### src/rtl/armleocpu_tlb_ctrl.sv
// armleocpu_tlb_ctrl: arbitrates resolve, refill-write and full-flush traffic onto the single TLB command port
module armleocpu_tlb_ctrl #(
  parameter int ENTRIES_W      = 4,
  parameter bit FLUSH_ON_RESET = 1'b1
) (
  input  logic                 clk,
  input  logic                 rst,
  input  logic                 res_valid,
  output logic                 res_ready,
  input  logic [19:0]          res_vaddr,
  output logic                 res_done,
  output logic                 res_hit,
  output logic [7:0]           res_accesstag,
  output logic [21:0]          res_phys,
  input  logic                 wr_valid,
  output logic                 wr_ready,
  input  logic [19:0]          wr_vaddr,
  input  logic                 flush_req,
  output logic                 flush_busy,
  output logic                 flush_done,
  output logic [1:0]           tlb_command,
  output logic [19:0]          tlb_vaddr,
  output logic [ENTRIES_W-1:0] tlb_invalidate_set_index,
  input  logic                 tlb_hit,
  input  logic [7:0]           tlb_accesstag_r,
  input  logic [21:0]          tlb_phys_r
);
  localparam logic [1:0] CMD_NONE       = 2'd0;
  localparam logic [1:0] CMD_RESOLVE    = 2'd1;
  localparam logic [1:0] CMD_WRITE      = 2'd2;
  localparam logic [1:0] CMD_INVALIDATE = 2'd3;
  typedef enum logic [1:0] {INIT, FLUSH, IDLE} state_t;
  state_t               state_q, state_d;
  logic [ENTRIES_W-1:0] cnt_q, cnt_d;
  logic                 pend_q, pend_d;
  logic                 res_done_q, res_done_d;
  logic                 flush_done_q, flush_done_d;
  logic                 idle, flush_go;
  // Flushes win over writes, writes over resolves; a flush request blocks both for that cycle
  always_comb begin
    idle                     = state_q == IDLE;
    flush_go                 = idle & (flush_req | pend_q);
    wr_ready                 = idle & ~flush_go & wr_valid;
    res_ready                = idle & ~flush_go & ~wr_valid & res_valid;
    tlb_command              = state_q == FLUSH ? CMD_INVALIDATE : wr_ready ? CMD_WRITE : res_ready ? CMD_RESOLVE : CMD_NONE;
    tlb_vaddr                = wr_ready ? wr_vaddr : res_ready ? res_vaddr : 20'd0;
    tlb_invalidate_set_index = cnt_q;
    flush_busy               = (state_q == FLUSH) | ((state_q == INIT) & FLUSH_ON_RESET) | pend_q;
    res_done                 = res_done_q;
    res_hit                  = tlb_hit & res_done_q;
    res_accesstag            = tlb_accesstag_r;
    res_phys                 = tlb_phys_r;
    flush_done               = flush_done_q;
    state_d                  = state_q == INIT  ? (FLUSH_ON_RESET ? FLUSH : IDLE) :
                               state_q == FLUSH ? (&cnt_q ? IDLE : FLUSH) :
                               (flush_go ? FLUSH : IDLE);
    cnt_d                    = state_q == FLUSH ? cnt_q + 1'b1 : cnt_q;
    pend_d                   = state_q == INIT ? (~FLUSH_ON_RESET & flush_req) : (pend_q & ~flush_go);
    res_done_d               = res_ready & res_valid;
    flush_done_d             = (state_q == FLUSH) & (&cnt_q);
  end
  // Sequencer state; an asynchronous reset aborts any flush pass without a done pulse
  always_ff @(posedge clk or posedge rst) begin
    if (rst) begin
      state_q      <= INIT;
      cnt_q        <= '0;
      pend_q       <= 1'b0;
      res_done_q   <= 1'b0;
      flush_done_q <= 1'b0;
    end else begin
      state_q      <= state_d;
      cnt_q        <= cnt_d;
      pend_q       <= pend_d;
      res_done_q   <= res_done_d;
      flush_done_q <= flush_done_d;
    end
  end
endmodule

### config.mk
export PLATFORM = sky130hd
export DESIGN_NAME = armleocpu_tlb_ctrl
export DESIGN_NICKNAME = d
export VERILOG_FILES = /design/src/rtl/armleocpu_tlb_ctrl.sv
export SDC_FILE = /design/constraint.sdc
export NUM_CORES = 1
export LEC_CHECK = 0
export CAP_MARGIN = 5
export CORE_AREA = 2 2 53 55
export DETAILED_ROUTE_END_ITERATION = 6
export DIE_AREA = 0 0 55 57
export DONT_BUFFER_PORTS = 1
export SLEW_MARGIN = 5
export SYNTH_ARGS = -nofsm -noshare
export SYNTH_HDL_FRONTEND = slang
export SYNTH_SLANG_ARGS = --single-unit
### constraint.sdc
create_clock -name clk -period 1.5 [get_ports clk]
set_input_delay 0.375 -clock clk [delete_from_list [all_inputs] [get_ports clk]]
set_output_delay 0.375 -clock clk [all_outputs]
set_load 0.03 [all_outputs]
Word level (Yosys, flattened, before mapping). Index checks and enable logic that the tools add are counted.

Register bits after elaboration: 9.

Add/subtract/negate cells: 1. Eq/ne operators: 2. Muxes and demuxes: 10. Bitwise gates (word level): 14. Reductions and logical operators: 2.

Operators with widths (number): $mux 20 (2); $mux 2 (6); $and 1x1->1 (9); $add 4x1->4 const B (1); $reduce_and 4->1 (1); $or 1x1->1 (3); $eq 2x1->1 const B (1); $eq 2x2->1 const B (1); $logic_not 2->1 (1); $mux 1 (2); $not 1->1 (2).

Longest topological paths before layout.
Depth in word-level cells: 9. Gate-level depth with buffers: 5. Gate-level depth less buffers: 4.

Least setup slack after synthesis. OpenSTA, ideal clock, no wires.

Path kind: register to output. Start point: register pend_q. End point: output port tlb_command[0]. Arrival time: 1509 ps. Data required time: 1125 ps. Slack: -384 ps. Stages on the path, launching flop included: 5. Buffers on the path: 1. Cell sequence: dfrtp_1 -> nor3b_2 -> nand2b_1 -> buf_6 -> o21ai_0.

Word-level cells in the longest chain between the ends: 9. Elaborated cells between the ends (all ways): 10.

RTL lines: start, declared (line 35) `logic pend_q, pend_d;`; start signal, assigned (line 73) `pend_q <= pend_d;`; $or 1x1->1 (*) (line 42) `flush_go = idle & (flush_req | pend_q);`; $and 1x1->1 (*) (line 42); $not 1->1 (*) (line 43, 44); $and 1x1->1 (*) (line 43, 44); $and 1x1->1 (2 in series) (line 44) `res_ready = idle & ~flush_go & ~wr_valid & res_valid;`; $mux 1 (line 45) `tlb_command = state_q == FLUSH ? CMD_INVALIDATE : wr_ready ? CMD_WRITE : res_ready ? CMD_RESOLVE : CMD_NONE;`; $mux 2 (*) (2 in series) (line 45); end, declared (line 21) `output logic [1:0] tlb_command,`.

Mark *: on every way between the ends. The rest lies on a longest branch, timed or not.

Final worst setup path. Ends and elaborated chain as after synthesis.

==> results.json <==
{
  "pwr-share-clk_pct": 10.4,
  "share_comb_of_total_power_pct": 64.2,
  "worst_hold_startpoint": "res_valid",
  "fmaxAchievable_mhz": 538,
  "reg2reg_start": "state_q[1]",
  "share_seq_of_total_power_pct": 25.4,
  "ant_nets": 0,
  "synth_area_leaders": "sky130_fd_sc_hd__buf_4 (25%), sky130_fd_sc_hd__dfrtp_1 (25%), sky130_fd_sc_hd__a22oi_1 (17%)",
  "clock_buffer_count_from_cts": 3,
  "tritoncts_num_sinks": 9,
  "core_area_um2": 2620,
  "placement.io_buffers": 0,
  "setup_tns_ps": -7970,
  "path_class": "flip-flop to primary output",
  "net_switching_fraction_of_the_power_pct": 47.2,
  "synth_enable_flop_cells": 0,
  "antenna_diode_count": 0,
  "violations_in_the_final_reports": "negative setup slack",
  "number_of_distinct_library_cells_after_synthesis": 22,
  "ys_dominant_reg_cell": "sky130_fd_sc_hd__dfrtp_1",
  "postSynthAreaPerCell_um2": 7.80,
  "drt_wl_total_um": 2950,
  "layout_cell_share_with_drive_strength_beyond_1_pct": 53.8,
  "synth-seq-area-share_pct": 24.9,
  "endpoint_kind": "primary output",
  "setup_viol": 24,
  "hold_path_class": "input pin to flip-flop",
  "viasPerCell": 5.56,
  "reg2reg_slack_ps": 340,
  "worst_r2r_endpoint": "tlb_invalidate_set_index[0]",
  "synth_warnings": 0,
  "drt_drc_violations_left": 0,
  "flow.area_growth_from_synthesis_pct": 34.2,
  "crit_path_max_incr_delay_ps": 410,
  "met3_wirelength_um": 282,
  "synth.top_cells.by_count": "sky130_fd_sc_hd__buf_4 (30), sky130_fd_sc_hd__nor2_1 (24), sky130_fd_sc_hd__a22oi_1 (20)",
  "first_iter_violations": 17,
  "internal-power_w": 0.000947,
  "syn-num-nets": 193,
  "std_cell_rows": 19,
  "firstDrtPassIters": 4,
  "fin_skew_ps": 2.04,
  "dpl.hpwl_um": 2220,
  "total_power_w": 0.00179,
  "route.met2.wl_um": 1620,
  "timing.final.hold_violations": 0,
  "worst_hold_path.endpoint": "res_done",
  "clock_path_buffers": 2,
  "worst-slew-pin-transition_ps": 377,
  "startpoint_type": "flip-flop",
  "crit_fanout": 3,
  "drv_slew": 0,
  "crit_path_start": "pend_q",
  "cell_taking_the_most_area_after_synthesis": "sky130_fd_sc_hd__buf_4",
  "final_critical_path_setup_slack_ps": -359,
  "grt_max_degree": 23,
  "crit_path_max_delay_cell_type": "sky130_fd_sc_hd__dfrtp_1",
  "required_time_reported_for_the_critical_path_endpoint_ps": 1120,
  "globalplace.congestion": 0.622,
  "cellPowerDensity_nw_per_um2": 1480,
  "synthCells": 116,
  "async_reset_ff_share_pct": 100,
  "syn-cell-area_um2": 905,
  "yosysTopAreaCellShare_pct": 24.9,
  "synth_most_common_cell": "sky130_fd_sc_hd__buf_4",
  "routedLengthMet1_um": 968,
  "highest-signal-layer": "met4",
  "final_nets": 197,
  "die_width_um": 55,
  "irDropWorstVdd_v": 0.000946,
  "grt_first_pass_wirelength_um": 3770,
  "max-slew-margin-rel_pct": 74.9,
  "grt_pass1_vias": 798,
  "number_of_antenna_violations_at_the_first_check_in_global_routing": 0,
  "result_of_the_run": "finished, violations left",
  "initial_core_util_pct": 34.6,
  "min_delay_path_depth": 2,
  "cts_tree": "yes",
  "crit_arrival_ps": 1480,
  "cts_htree_levels": 1,
  "ys_seq_elements": 9,
  "clock_transition_at_the_registers_of_the_reported_paths_ps": 60,
  "area_of_the_die_um2": 3140,
  "critical_path.cell_chain": "nor3b_4 -> nand2b_4 -> buf_4 -> o21ai_4 -> buf_6",
  "unrepaired_setup_endpoints_after_global_routing": "yes",
  "final.hold.worst_slack_ps": 364,
  "min_period_over_period_pct": 124,
  "design.portCount": 138,
  "clock_insertion_delay_worst_skew_ps": 260,
  "detail_route.wl_per_cell_um": 19.6,
  "total_switching_power_w": 0.000846,
  "cts_setup_buffers": 0,
  "timing.final.crit_period_ps": 1860,
  "r2r.worst_path.cells": 4,
  "grt_use_total_pct": 16.4,
  "detailroute.via_count": 834,
  "worst_slack_after_detailed_placement_ps": -91.5,
  "max_cap_viol_count": 0,
  "die_height_um": 57,
  "p_leak_nw": 0.512,
  "cts.root.buffer_cell": "sky130_fd_sc_hd__clkbuf_4",
  "globalRouteOverflowTotal": 0
}
-- cells by family after synthesis --
group / share of synthesized area [%]
DFF: 24.9
buffers and inverters: 31.3
AOI/OAI and AO/OA: 19.1
adders and majority gates: 1.38
xor gates and xnor gates: 2.91
and+or+nand+nor: 20.5
-- power by group through the flow --
stage | Sequential [W] | Clock [W] | Combinational, W
CTS | 0.000457 | 0.000189 | 0.00108
global placement | 0.000454 | 0 | 0.000981
global route | 0.000471 | 0.000207 | 0.00123
finish | 0.000456 | 0.000186 | 0.00115
floorplan | 0.000527 | 0 | 0.000761
detailed placement | 0.000461 | 0 | 0.00101
-- area by class of cell --
class	instances	area (um2)
flip-flops and latches	9	225
clock buffers	4	26.3
well taps	31	38.8
fillers	258	1400
multi-input cells	68	510
repair buffers	36	405
inverters	2	7.51
-- placed cells by master (no fill, tap or decap), drive strengths merged, types with 2 or more instances in the layout --
| cell type | instances |
|---|---|
| clkbuf | 5 |
| o21ai | 2 |
| nor2 | 24 |
| inv | 2 |
| nand2b | 3 |
| buf | 34 |
| xnor2 | 3 |
| and2 | 2 |
| nand2 | 5 |
| dfrtp | 9 |
| a22oi | 20 |
-- routing by layer --
| metal | vias to the layer above | global-route usage, % |
|---|---|---|
| met5 | - | 0 |
| met4 | 0 | 8.01 |
| met3 | 18 | 5.76 |
| met2 | 58 | 29.8 |
| met1 | 390 | 15.5 |
| li1 | 368 | - |
-- sequential cells by signal (all words and copies together) (netlist names) --
register                  cells
tlb_invalidate_set_index      4
state_q                       2
flush_done                    1
pend_q                        1
res_done                      1
-- worst max-delay path by stage --
stage,end,cells past startpoint
after detailed placement,tlb_command[1],5
after floorplan,tlb_vaddr[1],5
final,tlb_command[0],5
after CTS,tlb_command[1],5
after global placement,tlb_command[0],5
after global routing,tlb_command[1],5
-- metrics by stage --
step                util [%]  instances  cell area, um2
floorplan                  -        116             980
global placement        39.1        144            1020
detailed placement      39.1        144            1020
CTS                     43.9        149            1150
global route            46.4        150            1210
finish                  46.4        150            1210
-- critical path, delay by kind of cell, from the launching register on --
kind | cells | cell delay (ps)
compound gates | 1 | 150
flops | 1 | 410
simple gates | 2 | 360
buf+inv | 2 | 300
-- repair_timing --
action | CTS | global route
hold buffers | 1 | 0
cloned | 0 | 1
resized for setup | 24 | 8
hold endpoints to repair | 9 | 0
endpoints found under the setup margin | 24 | 24
pin swaps | 0 | 0
No activity file was read; power rests on OpenSTA's default activity.
